`src/rtl/arm_alu_pkg.sv`:
```
// arm_alu_pkg
//   Shared constants for the ARMv4 data-processing ALU:
//   - OP_* : 4-bit opcodes in the ARM data-processing encoding.
//   - FLAG_* : bit positions of N, Z, C and V inside the nzcv vector.
//   - Helpers that classify an opcode as a flag-only compare or a logical op.
package arm_alu_pkg;

  localparam logic [3:0] OP_AND = 4'd0;
  localparam logic [3:0] OP_EOR = 4'd1;
  localparam logic [3:0] OP_SUB = 4'd2;
  localparam logic [3:0] OP_RSB = 4'd3;
  localparam logic [3:0] OP_ADD = 4'd4;
  localparam logic [3:0] OP_ADC = 4'd5;
  localparam logic [3:0] OP_SBC = 4'd6;
  localparam logic [3:0] OP_RSC = 4'd7;
  localparam logic [3:0] OP_TST = 4'd8;
  localparam logic [3:0] OP_TEQ = 4'd9;
  localparam logic [3:0] OP_CMP = 4'd10;
  localparam logic [3:0] OP_CMN = 4'd11;
  localparam logic [3:0] OP_ORR = 4'd12;
  localparam logic [3:0] OP_MOV = 4'd13;
  localparam logic [3:0] OP_BIC = 4'd14;
  localparam logic [3:0] OP_MVN = 4'd15;

  localparam int FLAG_N = 3;
  localparam int FLAG_Z = 2;
  localparam int FLAG_C = 1;
  localparam int FLAG_V = 0;

  // TST/TEQ/CMP/CMN (8..11) always update the flags, whatever the S bit says.
  function automatic logic is_test_op(input logic [3:0] op);
    return (op[3:2] == 2'b10);
  endfunction

  // Logical ops touch only N and Z; C and V keep their previous values.
  function automatic logic is_logical_op(input logic [3:0] op);
    logic result;
    result = 1'b0;
    case (op)
      OP_AND, OP_EOR, OP_TST, OP_TEQ,
      OP_ORR, OP_MOV, OP_BIC, OP_MVN: result = 1'b1;
      default:                        result = 1'b0;
    endcase
    return result;
  endfunction

endpackage

```
`src/rtl/arm_alu_adder.sv`:
```
// arm_alu_adder
//   Single carry-in adder shared by every arithmetic opcode. The caller
//   pre-inverts / swaps operands so that subtraction is x + ~y + cin.
// Ports:
//   x_i, y_i  : operands exactly as fed to the adder
//   cin_i     : carry in
//   sum_o     : low WIDTH bits of x + y + cin
//   cout_o    : carry out of the top bit (no-borrow for subtraction)
//   ovf_o     : signed overflow of the addition as seen by the adder
module arm_alu_adder #(
  parameter int WIDTH = 32
) (
  input  logic [WIDTH-1:0] x_i,
  input  logic [WIDTH-1:0] y_i,
  input  logic             cin_i,
  output logic [WIDTH-1:0] sum_o,
  output logic             cout_o,
  output logic             ovf_o
);

  logic [WIDTH:0] full_sum;

  assign full_sum = {1'b0, x_i} + {1'b0, y_i} + {{WIDTH{1'b0}}, cin_i};
  assign sum_o    = full_sum[WIDTH-1:0];
  assign cout_o   = full_sum[WIDTH];
  // Overflow: both adder inputs share a sign and the sum's sign differs.
  assign ovf_o    = (x_i[WIDTH-1] == y_i[WIDTH-1]) &&
                    (full_sum[WIDTH-1] != x_i[WIDTH-1]);

endmodule

```
`src/rtl/arm_alu.sv`:
```
// arm_alu
//   ARMv4 data-processing ALU for the execute stage. Result and NZCV flags are
//   registered; one operation is accepted every cycle with no handshake and
//   its result appears after the next rising edge.
// Ports:
//   clk        : rising-edge clock
//   reset      : synchronous, active-high; clears ALU_out and nzcv
//   A          : first operand (Rn)
//   B          : second operand (shifter output)
//   ALU_Sel    : opcode, ARM data-processing encoding
//   set_flags  : S bit; enables NZCV update for any opcode
//   ALU_out    : registered result, [31:0] value, [63:32] always zero
//   nzcv       : registered flags, [3]=N [2]=Z [1]=C [0]=V
module arm_alu
  import arm_alu_pkg::*;
#(
  parameter int WIDTH = 32
) (
  input  logic               clk,
  input  logic               reset,
  input  logic [WIDTH-1:0]   A,
  input  logic [WIDTH-1:0]   B,
  input  logic [3:0]         ALU_Sel,
  input  logic               set_flags,
  output logic [2*WIDTH-1:0] ALU_out,
  output logic [3:0]         nzcv
);

  logic [WIDTH-1:0] result_q, result_d;
  logic [3:0]       nzcv_q, nzcv_d;

  logic [WIDTH-1:0] add_x, add_y;
  logic             add_cin;
  logic [WIDTH-1:0] add_sum;
  logic             add_cout;
  logic             add_ovf;
  logic             carry_in;
  logic             flags_en;

  // Architectural carry feeds ADC/SBC/RSC; it is the value before this edge.
  assign carry_in = nzcv_q[FLAG_C];

  // Operand steering: reverse ops swap A/B, subtracts invert the subtrahend
  // and use cin=1 (or the carry flag for the with-carry forms).
  always_comb begin
    add_x   = A;
    add_y   = B;
    add_cin = 1'b0;
    case (ALU_Sel)
      OP_SUB, OP_CMP: begin
        add_y   = ~B;
        add_cin = 1'b1;
      end
      OP_RSB: begin
        add_x   = B;
        add_y   = ~A;
        add_cin = 1'b1;
      end
      OP_ADC: begin
        add_cin = carry_in;
      end
      OP_SBC: begin
        add_y   = ~B;
        add_cin = carry_in;
      end
      OP_RSC: begin
        add_x   = B;
        add_y   = ~A;
        add_cin = carry_in;
      end
      default: begin
        add_x   = A;
        add_y   = B;
        add_cin = 1'b0;
      end
    endcase
  end

  arm_alu_adder #(
    .WIDTH (WIDTH)
  ) u_adder (
    .x_i    (add_x),
    .y_i    (add_y),
    .cin_i  (add_cin),
    .sum_o  (add_sum),
    .cout_o (add_cout),
    .ovf_o  (add_ovf)
  );

  // Result mux: logical results bypass the adder.
  always_comb begin
    result_d = add_sum;
    case (ALU_Sel)
      OP_AND, OP_TST: result_d = A & B;
      OP_EOR, OP_TEQ: result_d = A ^ B;
      OP_ORR:         result_d = A | B;
      OP_MOV:         result_d = B;
      OP_BIC:         result_d = A & ~B;
      OP_MVN:         result_d = ~B;
      default:        result_d = add_sum;
    endcase
  end

  assign flags_en = set_flags || is_test_op(ALU_Sel);

  always_comb begin
    nzcv_d = nzcv_q;
    if (flags_en) begin
      nzcv_d[FLAG_N] = result_d[WIDTH-1];
      nzcv_d[FLAG_Z] = (result_d == '0);
      if (!is_logical_op(ALU_Sel)) begin
        nzcv_d[FLAG_C] = add_cout;
        nzcv_d[FLAG_V] = add_ovf;
      end
    end
  end

  always_ff @(posedge clk) begin
    if (reset) begin
      result_q <= '0;
      nzcv_q   <= 4'b0000;
    end else begin
      result_q <= result_d;
      nzcv_q   <= nzcv_d;
    end
  end

  assign ALU_out = {{WIDTH{1'b0}}, result_q};
  assign nzcv    = nzcv_q;

endmodule

```
`config.mk`:
```
export PLATFORM = sky130hd
export DESIGN_NAME = arm_alu
export DESIGN_NICKNAME = d
export VERILOG_FILES = /design/src/rtl/arm_alu_pkg.sv /design/src/rtl/arm_alu_adder.sv /design/src/rtl/arm_alu.sv
export SDC_FILE = /design/constraint.sdc
export NUM_CORES = 1
export LEC_CHECK = 0
export CORE_MARGIN = 4
export CORE_UTILIZATION = 40
export CTS_CLUSTER_DIAMETER = 40
export DETAILED_ROUTE_END_ITERATION = 10
export PLACE_DENSITY = 0.76
export SYNTH_ARGS = -nofsm -noshare
export SYNTH_HDL_FRONTEND = slang
export SYNTH_HIERARCHICAL = 1
export SYNTH_SLANG_ARGS = --single-unit
export TNS_END_PERCENT = 10
```
`constraint.sdc`:
```
create_clock -name clk -period 6.1 [get_ports clk]
set_input_delay 1.22 -clock clk [delete_from_list [all_inputs] [get_ports clk]]
set_output_delay 1.22 -clock clk [all_outputs]
set_load 0.02 [all_outputs]
```
==> flow_summary_export.csv <==
group,metric,value,unit
routing,via_count,7827,
layout,nFillCells,1627,
grt,grt_util_all_layers,0.2469,
timing,fmax,0.1721,GHz
routing,drt-total-wl,24320,µm
timing,rsz0062_at_grt,"false",
cts,cts_resized,0,
yosys,synth_adder_area_share,0.1242,
routing,drt_drc_violations_left,0,
floorplanning,row_count,46,
floorplanning,die_w,137.1,µm
placement,hpwl,18220,µm
timing,hold_viol,0,
timing,period_needed,5.809,ns
yosys,synth_top_family_by_area,"compound AO/OA/AOI/OAI gates",
timing,finalSetupTns,0,ns
run,max_cap_violations,0,
yosys,synthArstFlopShare,0,
timing,period_share,0.9523,
critical_path,r2r-end,"nzcv[2]",
yosys,yosysWarnings,6,
routing,via_per_inst,6.025,
yosys,ys_seq_area_frac,0.1080,
yosys,syn-mean-instance-area,6.663,µm²
routing,first_iter_violations,1106,
floorplanning,ios,139,
cts,cts_tree,"done",
yosys,synth_seq_cells,36,
yosys,yosysTopAreaCell,"ha_1",
power_and_ir_drop,p_leak,0.003509,µW
critical_path,cp-start-kind,"primary input",
yosys,synth_top_area_share,0.1182,
yosys,syn_area,6670,µm²
cts,worstSkewPairLatency,0.27,ns
layout,fin_nets,1218,
grt,grt_pass1_vias,6906,
yosys,synthXorXnorAreaFrac,0.04990,
layout,syn2layout_area_growth,19.41,%
critical_path,cp_max_fo,6,
placement,place.gp.congestion,1.086,
run_status,status,"complete, no violations",
cts,root_buffer,"clkbuf_16",
yosys,yosys.cell_types.count,82,
layout,regArea,720.7,µm²
hold_path,hold_end,"nzcv[2]",
layout,multi_input_area,5223,µm²
cts,clockBufferDepth,2,
hold_path,whs_path_depth,2,
cts,postCtsHoldBufs,0,
critical_path,critPathKind,"in2reg",
critical_path,r2r-start,"nzcv[1]",
cts,cts_buffers,5,
cts,clk_pin_slew,0.05,ns
critical_path,crit_required,6.29,ns
timing,worst_pin_slew,1.113,ns
floorplanning,die_area,18810,µm²
timing,skew,0.001401,ns
floorplanning,initial_core_util,0.4139,
routing,post_drt_wl_per_cell,18.72,µm
routing,drtAntennaViolNets,0,
yosys,synth.area.mux_share,0.02176,
power_and_ir_drop,max-vdd-ir-drop,0.1924,mV
timing,final-max-slew-violation-count,0,
critical_path,ff2ff_setup_slack,2.06,ns
timing,setup_violations,0,
floorplanning,core_area,16120,µm²
yosys,synthCells,1001,
grt,grt_overflow,0,
layout,final_common_cell,"a21oi_1",
yosys,synth-simple-area-share,0.2356,
layout,drive_above_1_share,0.06002,
cts,cts_setup_buffers,0,
critical_path,reg2reg_depth,17,
layout,antennaDiodeCount,0,
layout,mostFrequentLayoutCells,"a21oi_1, clkdlybuf4s50_1, o21ai_0",
grt,grt_max_degree,79,
timing,slew_headroom,0.2561,
power_and_ir_drop,p_per_area,186.0,nW/µm²
yosys,ys.flop_type,"dfxtp_1",
yosys,synthTopCellsByArea,"ha_1, dfxtp_1, a21oi_1",
grt,grt_pass1_wl,36810,µm
placement,port_buffers,106,
hold_path,hold_path_class,"reg2reg",
yosys,synth_compound_area_frac,0.3301,
cts,htreeDepth,2,
hold_path,worstHoldStart,"nzcv[2]",
routing,dr.pass1.iters,5,
critical_path,end_kind,"flop",
yosys,synth-edff-count,0,
grt,antenna_found_initial,0,
critical_path,worstPathArrival,6.00,ns
timing,whs,0.5175,ns
cts,clock-sinks,36,
floorplanning,fp.dieH,137.1,µm
[state kept, by name, indices dropped and copies added, names as in the netlist]
| signal | count |
|---|---|
| result_q | 32 |
| nzcv | 4 |
[Yosys cell counts, drive strengths merged (7+ instances only)]
master,number
a211oi,7
a21o,13
a21oi,120
a22oi,7
a31oi,8
and2,7
and3,8
buf,68
clkbuf,26
dfxtp,36
ha,63
inv,83
mux2i,10
nand2,91
nand2b,17
nand3,27
nand4,9
nor2,89
nor2b,18
nor3,15
o211ai,9
o21ai,101
o21bai,10
o22ai,10
o32ai,12
xnor2,30
xor2,8
[kinds of logic (layout without fill, tap and decap cells)]
kind of cell / count (synthesis) / count (layout)
AOI/OAI and AO/OA: 353 / 353
and+or+nand+nor: 318 / 318
buffers and inverters: 177 / 228
adders and majority gates: 65 / 65
xor gates and xnor gates: 38 / 38
DFF: 36 / 36
muxes: 13 / 13
other: 1 / 32
[power by group]
part | internal, µW | switching, µW
registers | 269 | 9.84
clock network | 150 | 91.7
logic | 393 | 567
[routing by layer]
layer	vias up	wire, µm	GRT usage	share of wire
met3	61	2606	0.03824	0.11
li1	3693	-	-	-
met4	0	766	0.09978	0.031
met1	3589	10560	0.3467	0.43
met5	-	0	0	0
met2	484	10390	0.3760	0.43
[worst max-delay path, cell delays in order]
cell	delay (ns)
clkdlybuf4s50_1	0.50
inv_2	0.05
or3_2	0.55
nand2_1	0.15
o21ai_0	0.13
fa_1	0.46
fa_1	0.40
a21o_1	0.21
a221o_1	0.45
a21oi_4	0.17
o21ai_1	0.12
a21boi_1	0.19
xnor2_1	0.08
inv_1	0.06
o32ai_1	0.09
a221oi_2	0.30
nand4_1	0.17
nor4b_1	0.32
nand4_1	0.15
o31ai_1	0.24
[area by class of cell]
| cell class | count | area share |
|---|---|---|
| timing repair buffer | 137 | 0.1627 |
| multi-input combinational | 819 | 0.6557 |
| clock buffer | 5 | 0.01571 |
| inverter | 83 | 0.03911 |
| sequential | 36 | 0.09048 |
| tap | 216 | 0.03393 |
| clock inverter | 3 | 0.002356 |
[metrics by stage]
step	cells	setup slack, ns	power [µW]	util	area, µm²
2_1_floorplan	1032	0.3354	900.9	-	6787
3_3_place_gp	1291	0.1313	1200	0.4843	7805
3_5_place_dp	1291	-0.004065	1209	0.4843	7805
4_1_cts	1299	0.2632	1454	0.4932	7949
5_1_grt	1299	0.02430	1572	0.4943	7965
6_report	1299	0.2908	1481	0.4943	7965
[worst max path at each step]
stage,start,end,slack [ns]
5_1_grt,ALU_Sel[1],nzcv[2],0.02
3_5_place_dp,ALU_Sel[1],nzcv[2],-0.004
3_3_place_gp,ALU_Sel[1],nzcv[2],0.13
6_report,ALU_Sel[1],nzcv[2],0.29
4_1_cts,ALU_Sel[1],nzcv[2],0.26
2_1_floorplan,ALU_Sel[1],nzcv[2],0.34
No activity file was read; power rests on OpenSTA's default activity.
